--- src/rtl/uart_pkg.sv ---
// Shared UART definitions for the TX serializer and the future RX path.
// Latency: n/a (constants, types and a pure function only).
// Backpressure: n/a.
package uart_pkg;

    // Clocking: 3.125 MHz TX clock driving a 115200 baud line.
    localparam int UART_CLK_HZ       = 3125000;
    localparam int UART_BAUD         = 115200;
    // Integer division gives 27; the resulting 0.5% baud error is well inside UART tolerance.
    localparam int UART_CLKS_PER_BIT = UART_CLK_HZ / UART_BAUD;

    // Frame FSM encodings.
    localparam logic [2:0] UART_ST_IDLE   = 3'd0;
    localparam logic [2:0] UART_ST_FETCH  = 3'd1;
    localparam logic [2:0] UART_ST_LOAD   = 3'd2;
    localparam logic [2:0] UART_ST_START  = 3'd3;
    localparam logic [2:0] UART_ST_DATA   = 3'd4;
    localparam logic [2:0] UART_ST_PARITY = 3'd5;
    localparam logic [2:0] UART_ST_STOP   = 3'd6;

    typedef enum logic [2:0] {
        ST_IDLE   = UART_ST_IDLE,
        ST_FETCH  = UART_ST_FETCH,
        ST_LOAD   = UART_ST_LOAD,
        ST_START  = UART_ST_START,
        ST_DATA   = UART_ST_DATA,
        ST_PARITY = UART_ST_PARITY,
        ST_STOP   = UART_ST_STOP
    } uart_state_e;

    // Parity bit for a data byte: even parity when odd = 0, odd parity when odd = 1.
    function automatic logic uart_parity(input logic [7:0] data, input logic odd);
        return (^data) ^ odd;
    endfunction

endpackage

--- src/rtl/uart_baud_counter.sv ---
// Bit-period timer: pulses bit_tick on the last clock of every CLKS_PER_BIT window.
// Latency: bit_tick is combinational from the count, asserted on cycle CLKS_PER_BIT-1 after clear.
// Backpressure: none; counts only while enable is high, clear always wins.
// Ports:
//   clk, rst  - clock and asynchronous active-high reset
//   clear     - restart the window at count 0 on the next edge
//   enable    - advance the count; bit_tick is suppressed while low
//   bit_tick  - high during the final cycle of a bit period
module uart_baud_counter #(
    parameter int CLKS_PER_BIT = 27
) (
    input  logic clk,
    input  logic rst,
    input  logic clear,
    input  logic enable,
    output logic bit_tick
);

    localparam int              CW      = (CLKS_PER_BIT > 1) ? $clog2(CLKS_PER_BIT) : 1;
    localparam logic [CW-1:0]   CNT_MAX = CW'(CLKS_PER_BIT - 1);

    logic [CW-1:0] cnt_q;
    logic [CW-1:0] cnt_d;

    assign bit_tick = enable && (cnt_q == CNT_MAX);

    always_comb begin
        cnt_d = cnt_q;
        if (clear || bit_tick) begin
            cnt_d = '0;
        end else if (enable) begin
            cnt_d = cnt_q + 1'b1;
        end
    end

    always_ff @(posedge clk or posedge rst) begin
        if (rst) begin
            cnt_q <= '0;
        end else begin
            cnt_q <= cnt_d;
        end
    end

endmodule

--- src/rtl/uart_tx_serializer.sv ---
// UART transmit engine: pops bytes from the TX FIFO and serializes start/8 data LSB-first/[parity]/stop.
// Latency: tx falls 2 clocks after IDLE sees ft_empty = 0; frame = (10+PARITY_EN+STOP_BITS-1)*CLKS_PER_BIT.
// Backpressure: pulls one byte per frame via a single-cycle rd_en; never pops while a frame is in flight.
// Ports:
//   clk_3125_tx - TX clock, rising edge        reset   - asynchronous, active-high
//   ft_empty    - FIFO empty flag              ft_out  - FIFO data, valid the cycle after rd_en
//   rd_en       - FIFO pop, one cycle per byte tx      - serial line, idle high
//   tx_busy     - high whenever not IDLE       tx_done - one-cycle pulse at end of last stop bit
module uart_tx_serializer
    import uart_pkg::*;
#(
    parameter int CLKS_PER_BIT = UART_CLKS_PER_BIT,
    parameter int PARITY_EN    = 0,
    parameter int PARITY_ODD   = 0,
    parameter int STOP_BITS    = 1
) (
    input  logic       clk_3125_tx,
    input  logic       reset,
    input  logic       ft_empty,
    input  logic [7:0] ft_out,
    output logic       rd_en,
    output logic       tx,
    output logic       tx_busy,
    output logic       tx_done
);

    localparam logic       PAR_EN    = (PARITY_EN != 0);
    localparam logic       PAR_ODD   = (PARITY_ODD != 0);
    localparam logic [2:0] STOP_LAST = 3'(STOP_BITS - 1);

    uart_state_e state_q, state_d;
    logic [7:0]  shreg_q, shreg_d;
    logic [2:0]  bit_idx_q, bit_idx_d;
    logic        parity_q, parity_d;
    logic        tx_q, tx_d;
    logic        rd_en_q, rd_en_d;
    logic        tx_busy_q, tx_busy_d;
    logic        tx_done_q, tx_done_d;

    logic        baud_clear;
    logic        baud_enable;
    logic        bit_tick;

    // The bit timer only runs in the states that put a bit on the line.
    assign baud_enable = (state_q == ST_START) || (state_q == ST_DATA) ||
                         (state_q == ST_PARITY) || (state_q == ST_STOP);
    // Every state change starts a fresh bit window.
    assign baud_clear  = (state_d != state_q);

    uart_baud_counter #(
        .CLKS_PER_BIT (CLKS_PER_BIT)
    ) u_baud (
        .clk      (clk_3125_tx),
        .rst      (reset),
        .clear    (baud_clear),
        .enable   (baud_enable),
        .bit_tick (bit_tick)
    );

    // Next state, datapath and done pulse.
    always_comb begin
        state_d   = state_q;
        shreg_d   = shreg_q;
        bit_idx_d = bit_idx_q;
        parity_d  = parity_q;
        tx_done_d = 1'b0;

        case (state_q)
            ST_IDLE: begin
                if (!ft_empty) begin
                    state_d = ST_FETCH;
                end
            end
            ST_FETCH: begin
                state_d = ST_LOAD;
            end
            ST_LOAD: begin
                // ft_out is valid here: the FIFO registered it on the edge that ended FETCH.
                shreg_d  = ft_out;
                parity_d = uart_parity(ft_out, PAR_ODD);
                state_d  = ST_START;
            end
            ST_START: begin
                if (bit_tick) begin
                    state_d = ST_DATA;
                end
            end
            ST_DATA: begin
                if (bit_tick) begin
                    if (bit_idx_q == 3'd7) begin
                        state_d = PAR_EN ? ST_PARITY : ST_STOP;
                    end else begin
                        shreg_d   = shreg_q >> 1;
                        bit_idx_d = bit_idx_q + 3'd1;
                    end
                end
            end
            ST_PARITY: begin
                if (bit_tick) begin
                    state_d = ST_STOP;
                end
            end
            ST_STOP: begin
                // bit_idx is reused to count stop bits.
                if (bit_tick) begin
                    if (bit_idx_q == STOP_LAST) begin
                        state_d   = ST_IDLE;
                        tx_done_d = 1'b1;
                    end else begin
                        bit_idx_d = bit_idx_q + 3'd1;
                    end
                end
            end
            default: begin
                state_d = ST_IDLE;
            end
        endcase

        if (state_d != state_q) begin
            bit_idx_d = '0;
        end
    end

    // Outputs are decoded from the next state so their flops line up with the state flop.
    always_comb begin
        rd_en_d   = (state_d == ST_FETCH);
        tx_busy_d = (state_d != ST_IDLE);
        case (state_d)
            ST_START:  tx_d = 1'b0;
            ST_DATA:   tx_d = shreg_d[0];
            ST_PARITY: tx_d = parity_d;
            default:   tx_d = 1'b1;
        endcase
    end

    always_ff @(posedge clk_3125_tx or posedge reset) begin
        if (reset) begin
            state_q   <= ST_IDLE;
            shreg_q   <= '0;
            bit_idx_q <= '0;
            parity_q  <= 1'b0;
            tx_q      <= 1'b1;
            rd_en_q   <= 1'b0;
            tx_busy_q <= 1'b0;
            tx_done_q <= 1'b0;
        end else begin
            state_q   <= state_d;
            shreg_q   <= shreg_d;
            bit_idx_q <= bit_idx_d;
            parity_q  <= parity_d;
            tx_q      <= tx_d;
            rd_en_q   <= rd_en_d;
            tx_busy_q <= tx_busy_d;
            tx_done_q <= tx_done_d;
        end
    end

    assign rd_en   = rd_en_q;
    assign tx      = tx_q;
    assign tx_busy = tx_busy_q;
    assign tx_done = tx_done_q;

endmodule
--- config.mk ---
export PLATFORM = sky130hd
export DESIGN_NAME = uart_tx_serializer
export DESIGN_NICKNAME = d
export VERILOG_FILES = /design/src/rtl/uart_pkg.sv /design/src/rtl/uart_baud_counter.sv /design/src/rtl/uart_tx_serializer.sv
export SDC_FILE = /design/constraint.sdc
export NUM_CORES = 1
export LEC_CHECK = 0
export CAP_MARGIN = 10
export CORE_UTILIZATION = 59
export DETAILED_ROUTE_END_ITERATION = 12
export HOLD_SLACK_MARGIN = 0.05
export PLACE_DENSITY = 0.92
export SLEW_MARGIN = 20
export SYNTH_ARGS = -nofsm -noshare
export SYNTH_HDL_FRONTEND = slang
export SYNTH_HIERARCHICAL = 1
export SYNTH_SLANG_ARGS = --single-unit
--- constraint.sdc ---
create_clock -name clk_3125_tx -period 7.4 [get_ports clk_3125_tx]
set_input_delay 2.22 -clock clk_3125_tx [delete_from_list [all_inputs] [get_ports clk_3125_tx]]
set_output_delay 2.22 -clock clk_3125_tx [all_outputs]
set_load 0.01 [all_outputs]
==> results of run 1 <==
## Yosys cell counts, types with 2 or more instances
library cell              count
sky130_fd_sc_hd__xor2_1       3
sky130_fd_sc_hd__o211a_1      2
sky130_fd_sc_hd__buf_6        2
sky130_fd_sc_hd__nand2_1     18
sky130_fd_sc_hd__a22oi_1      6
sky130_fd_sc_hd__nor3_1       2
sky130_fd_sc_hd__o21ai_0      4
sky130_fd_sc_hd__or3_1        2
sky130_fd_sc_hd__nor2_1      12
sky130_fd_sc_hd__a21oi_1      3
sky130_fd_sc_hd__nor3b_1      2
sky130_fd_sc_hd__buf_2        4
sky130_fd_sc_hd__mux2i_1      2
sky130_fd_sc_hd__nor2b_1      3
sky130_fd_sc_hd__inv_1        9
sky130_fd_sc_hd__xnor2_1     10
sky130_fd_sc_hd__dfrtp_1     23
sky130_fd_sc_hd__ha_1         5
sky130_fd_sc_hd__and3b_1      2
sky130_fd_sc_hd__nand4_1      2
## report_power, final
group	internal (W)	switching (W)
Sequential	0.000136	0.00000214
Combinational	0.0000119	0.0000102
Clock	0.0000548	0.0000388
Total	0.000203	0.0000511
## state kept, by name, summed over array words and instances, names as in the netlist
name / cells
state_q: 3
tx: 1
parity_q: 1
bit_idx_q: 3
rd_en: 1
tx_done: 1
shreg_q: 8
tx_busy: 1
u_baud/cnt_q: 5
## cell families after synthesis
group	synth area share (%)
muxes	1.47
DFF	44.2
xor gates and xnor gates	8.36
buffers and inverters	6.15
adders and majority gates	4.59
and+or+nand+nor	21.3
AOI/OAI and AO/OA	14.0
## worst min path at each step
stage,cells past startpoint,start,slack (ns),endpoint
after floorplan,2,shreg_q[1],0.45,shreg_q[1]
after global placement,2,shreg_q[2],0.46,shreg_q[2]
after detailed placement,2,shreg_q[4],0.47,shreg_q[4]
after CTS,2,shreg_q[4],0.50,shreg_q[4]
after global routing,2,shreg_q[2],0.53,shreg_q[2]
final,2,shreg_q[4],0.50,shreg_q[4]
## layer usage
| layer | vias to the layer above | wire length, µm |
|---|---|---|
| li1 | 495 | - |
| met1 | 483 | 1010 |
| met2 | 18 | 1280 |
| met3 | 9 | 51 |
| met4 | 0 | 70 |
| met5 | - | 0 |
## critical path, stage by stage
cell and delay [ns]:
sky130_fd_sc_hd__clkdlybuf4s50_1 0.42, sky130_fd_sc_hd__nor2b_1 0.16, sky130_fd_sc_hd__o21ai_0 0.23, sky130_fd_sc_hd__nor2_1 0.06
sky130_fd_sc_hd__o32ai_1 0.50, sky130_fd_sc_hd__o21bai_2 0.27, sky130_fd_sc_hd__a211oi_2 0.07
## layout make-up
cell class	instances	area, µm²	share of cell area, %
Timing Repair Buffer	14	140	9.10
Clock inverter	1	30.0	1.95
Clock buffer	3	22.5	1.46
Inverter	9	33.8	2.19
Tap cell	28	35.0	2.27
Sequential cell	24	602	39.1
Multi-Input combinational cell	96	677	43.9
## through the flow
stage	worst slack [ns]	total power, W	util, %
after floorplan	4.01	0.000153	-
after global placement	3.40	0.000162	67.9
after detailed placement	3.34	0.000163	67.9
after CTS	3.67	0.000257	70.3
after global routing	3.52	0.000263	70.3
final	3.65	0.000254	70.3
==> flow_summary.ini, run 1 <==
[status]
run_status = complete, no violations

[synth]
seq_area_frac_synth_pct = 44.2
synth-edff-count = 0
postSynth.asyncResetShare_pct = 100
synth.yosys.warnings = 6
synth.avg_cell_area_um2 = 10.0
ff_latch_count_synth = 24
synth.lib_cells_used.distinct = 40
synthFlopType = sky130_fd_sc_hd__dfrtp_1
synthesis.nets = 152
synth_largest_area_cell = sky130_fd_sc_hd__dfrtp_1
yosys.area.top_type_share_pct = 42.2
synth.area.top_cells = sky130_fd_sc_hd__dfrtp_1 (42%), sky130_fd_sc_hd__xnor2_1 (6.4%), sky130_fd_sc_hd__nand2_1 (5.0%)
cell_area_after_technology_mapping_um2 = 1360
netlist_instances = 136

[floorplanning]
floorplan.io_pins = 15
fp-row-count = 17
fp.dieH_um = 50.1
die-width_um = 50.1
core_region_area_um2 = 2190
die_area_um2 = 2510
floorplan.initialDensity_pct = 62.2

[sta]
post-route-min-period_ns = 3.75
fin_tns_setup_ns = 0
clock_skews_ns = 0.00535
timing.final.hold_violations = 0
final_cycle_share_pct = 50.7
drv_slew = 0
tightestPinTransition_ns = 0.727
max_slew_margin_pct = 51.2
achievable-frequency_ghz = 0.267
hold-worst-slack_ns = 0.500
setup-violations-final = 0
rsz0062_at_grt = no

[route]
wl_final_mm = 2.42
wire_per_inst_um = 13.8
detail_route.drc_violations = 0
route.vias.total = 1005
detail_route.iter0.violations = 26
length_of_the_first_detailed_routing_pass_in_iterations = 4
detail-route-antenna-nets = 0
detail_route.vias_per_cell = 5.74

[setup_path]
ff2ff_path_depth = 8
crit_fanout = 5
endpoint_kind = flop
worst_setup_path_startpoint = ft_empty
critPathKind = primary input to flop
worst_setup_path_start_kind = primary input
endpoint = u_baud/cnt_q[1]
setup.reg_to_reg.worst_slack_ns = 4.07
r2r-end = bit_idx_q[1]
critical_path_required_ns = 7.58
critical_path_arrival_ns = 3.93
crit-reg2reg-launch = state_q[0]

[finish]
final_common_cell = sky130_fd_sc_hd__dfrtp_1
layout.cells.non_filler = 175
nNetsFinal = 164
layout_common_cells = sky130_fd_sc_hd__dfrtp_1 (23), sky130_fd_sc_hd__nand2_1 (18), sky130_fd_sc_hd__clkdlybuf4s50_1 (14)
share_of_cells_above_drive_strength_1_pct = 8.16
final.fill_count = 161
areaGrowthSynthToFinish_pct = 13.0
antenna_cells = 0
finalInstanceArea_um2 = 1540

[clock_tree]
hold_buf_cts = 0
cts_setup_buffers = 0
cell_chosen_for_the_clock_root = sky130_fd_sc_hd__clkbuf_4
cts.repair.resized = 0
cts-root-to-sink-buffers = 2
tritoncts = yes
cts_sinks = 24
path_clk_slew_ns = 0.13
cts.htree.levels = 1
cts_made_buffers = 3
clk_latency_ns = 0.32

[global_route]
global_route.usage.met2_pct = 38.9
grt_start_max_net_pins = 20
grt_first_pass_wirelength_mm = 4.24
grt_antenna_before_repair = 0
gr-max-usage-layer = met2
global_route.overflow_total = 0
global_route.usage.met3_pct = 3.09
grt.total_usage_pct = 22.6
grt_util_met1_pct = 26.8
vias_in_the_first_global_route = 1015

[placement]
postPlaceCellArea_um2 = 1490
io_buffer_count = 14
gpl.final_weighted_congestion = 0.728
place_hpwl_mm = 1.81
place_inst = 171

[power]
vdd.ir_drop.worst_v = 0.000145
power.leakage_nw = 0.640
power_per_cell_area_nw_per_um2 = 165

[hold_path]
hold_class = flop to flop

[job]
max_cap_viol_count = 0
Power figures use the tool's default switching activity.
==> run 2, diff against run 1 <==
--- a/config.mk
+++ b/config.mk
@@ -6,10 +6,10 @@
 export NUM_CORES = 1
 export LEC_CHECK = 0
 export CAP_MARGIN = 10
-export CORE_UTILIZATION = 59
+export CORE_UTILIZATION = 55
 export DETAILED_ROUTE_END_ITERATION = 12
 export HOLD_SLACK_MARGIN = 0.05
-export PLACE_DENSITY = 0.92
+export PLACE_DENSITY = 0.87
 export SLEW_MARGIN = 20
 export SYNTH_ARGS = -nofsm -noshare
 export SYNTH_HDL_FRONTEND = slang
==> constraint.sdc (replaced) <==
create_clock -name clk_3125_tx -period 3.9 [get_ports clk_3125_tx]
set_input_delay 1.17 -clock clk_3125_tx [delete_from_list [all_inputs] [get_ports clk_3125_tx]]
set_output_delay 1.17 -clock clk_3125_tx [all_outputs]
set_load 0.01 [all_outputs]
==> run 2 against run 1 <==
Against the previous run: clock-buffer cell count is 1 higher; power is 64% higher; global-route usage is 0.55 points lower; sequential cell count stayed put; sequential share of layout area is 0.68 points higher; first-iteration DRC count is 3.8% lower; largest cell class unchanged.
==> flow_summary.ini, run 2 (same netlist as run 1, synthesis figures left out) <==
[placement]
io_buffer_count = 14
place_hpwl_mm = 1.95
gpl.final_weighted_congestion = 0.803

[clock_tree]
path_clk_slew_ns = 0.14
cts.htree.levels = 1
cell_chosen_for_the_clock_root = sky130_fd_sc_hd__clkbuf_4
clk_latency_ns = 0.32
hold_buf_cts = 0
cts-root-to-sink-buffers = 2
cts_setup_buffers = 0
cts.repair.resized = 0
cts_made_buffers = 3
tritoncts = yes
cts_sinks = 24

[power]
vdd.ir_drop.worst_v = 0.000200
power_per_cell_area_nw_per_um2 = 275
power.leakage_nw = 0.627
p_total_w = 0.000416

[setup_path]
stages_on_worst_setup_path = 8
endpoint = tx
critical_path_arrival_ns = 3.54
cp_num_buf_inv = 0
critPathKind = flop to flop
worst_setup_path_startpoint = state_q[0]
critPathSlowestCell = sky130_fd_sc_hd__dfrtp_1
critical_path_required_ns = 4.14
crit_fanout = 15
crit-reg2reg-launch = state_q[0]
slowest_delay_ns = 0.66
setup.reg_to_reg.worst_slack_ns = 0.60
ff2ff_path_depth = 8
worst_setup_path_start_kind = flop
endpoint_kind = flop
r2r-end = tx
timing.critical_path.max_delay_family = simple AND/OR/NAND/NOR gates
crit_path_cell_trace = nand2_1 -> xnor2_1 -> nand4_4 -> nor2_1 -> a31oi_1 -> a221o_1 -> or4_1 -> o211a_1

[route]
detail-route-antenna-nets = 0
detail_route.iter0.violations = 25
detail_route.drc_violations = 0
detail_route.vias_per_cell = 5.73
wl_final_mm = 2.55
wire_per_inst_um = 14.6
route.vias.total = 1002
length_of_the_first_detailed_routing_pass_in_iterations = 4

[sta]
drv_slew = 0
fin_tns_setup_ns = 0
tightestPinTransition_ns = 0.754
post-route-min-period_ns = 3.30
setup-violations-final = 0
timing.final.hold_violations = 0
final_cycle_share_pct = 84.5
clock_skews_ns = 0.0213
rsz0062_at_grt = no
achievable-frequency_ghz = 0.303
max_slew_margin_pct = 49.4

[floorplanning]
fp.dieH_um = 51.8
die_area_um2 = 2680
floorplan.io_pins = 15
floorplan.initialDensity_pct = 59.9
fp-row-count = 17
core_region_area_um2 = 2280
die-width_um = 51.8

[global_route]
global_route.overflow_total = 0
grt.total_usage_pct = 22.1
grt_start_max_net_pins = 20
grt_antenna_before_repair = 0
vias_in_the_first_global_route = 980
grt_first_pass_wirelength_mm = 4.27

[finish]
most_flops_register = shreg_q
nNetsFinal = 164
final_common_cell = sky130_fd_sc_hd__dfrtp_1
top_regs = shreg_q (8), u_baud/cnt_q (5)
share_of_cells_above_drive_strength_1_pct = 7.48
antenna_cells = 0
layout_common_cells = sky130_fd_sc_hd__dfrtp_1 (23), sky130_fd_sc_hd__nand2_1 (18), sky130_fd_sc_hd__clkdlybuf4s50_1 (14)
largest_register_ffs = 8
areaGrowthSynthToFinish_pct = 11.1

[hold_path]
hold_class = flop to flop

[status]
run_status = complete, no violations

[job]
max_cap_viol_count = 0
## run 2: area by class of cell
class                   count  area [µm²]
multi-input cells          96         677
well taps                  28        35.0
inverters                   9        33.8
repair buffers             14         140
flip-flops and latches     24         602
fillers                   190         762
clock buffers               4        26.3
## run 2: how the worst min path moves through the flow
stage,from,endpoint,slack (ns),cells past startpoint
6_report,shreg_q[1],shreg_q[1],0.50,2
5_1_grt,shreg_q[5],shreg_q[5],0.53,2
4_1_cts,shreg_q[5],shreg_q[5],0.51,2
3_5_place_dp,shreg_q[2],shreg_q[2],0.48,2
3_3_place_gp,shreg_q[5],shreg_q[5],0.46,2
2_1_floorplan,shreg_q[1],shreg_q[1],0.45,2
## run 2: where the power goes
group	internal (W)	leakage, nW	total, W	switching, W
Combinational	0.0000225	0.322	0.0000431	0.0000206
Sequential	0.000258	0.291	0.000262	0.00000367
Clock	0.0000399	0.0150	0.000112	0.0000717
## run 2: per-layer routing
| metal | GRT usage (%) | wire length, µm |
|---|---|---|
| met1 | 27.6 | 1150 |
| met2 | 38.3 | 1310 |
| met3 | 5.85 | 93 |
| met4 | 4.05 | 0 |
| met5 | 0 | 0 |
## run 2: stage by stage
stage                     cells  area (µm²)  hold slack [ns]  worst slack, ns  utilization [%]
after CTS                   175        1510            0.508            0.639             66.5
final                       175        1510            0.505            0.605             66.5
after detailed placement    171        1490            0.480            0.666             65.4
after global routing        175        1510            0.533            0.310             66.5
after global placement      171        1490            0.463            0.849             65.4
after floorplan             136        1360            0.446             1.39                -
## run 2: worst register-to-register path, cell delays in order, from the launching register on
cell	delay, ns
sky130_fd_sc_hd__dfrtp_1	0.66
sky130_fd_sc_hd__nand2_1	0.19
sky130_fd_sc_hd__xnor2_1	0.64
sky130_fd_sc_hd__nand4_4	0.16
sky130_fd_sc_hd__nor2_1	0.35
sky130_fd_sc_hd__a31oi_1	0.29
sky130_fd_sc_hd__a221o_1	0.39
sky130_fd_sc_hd__or4_1	0.41
sky130_fd_sc_hd__o211a_1	0.14
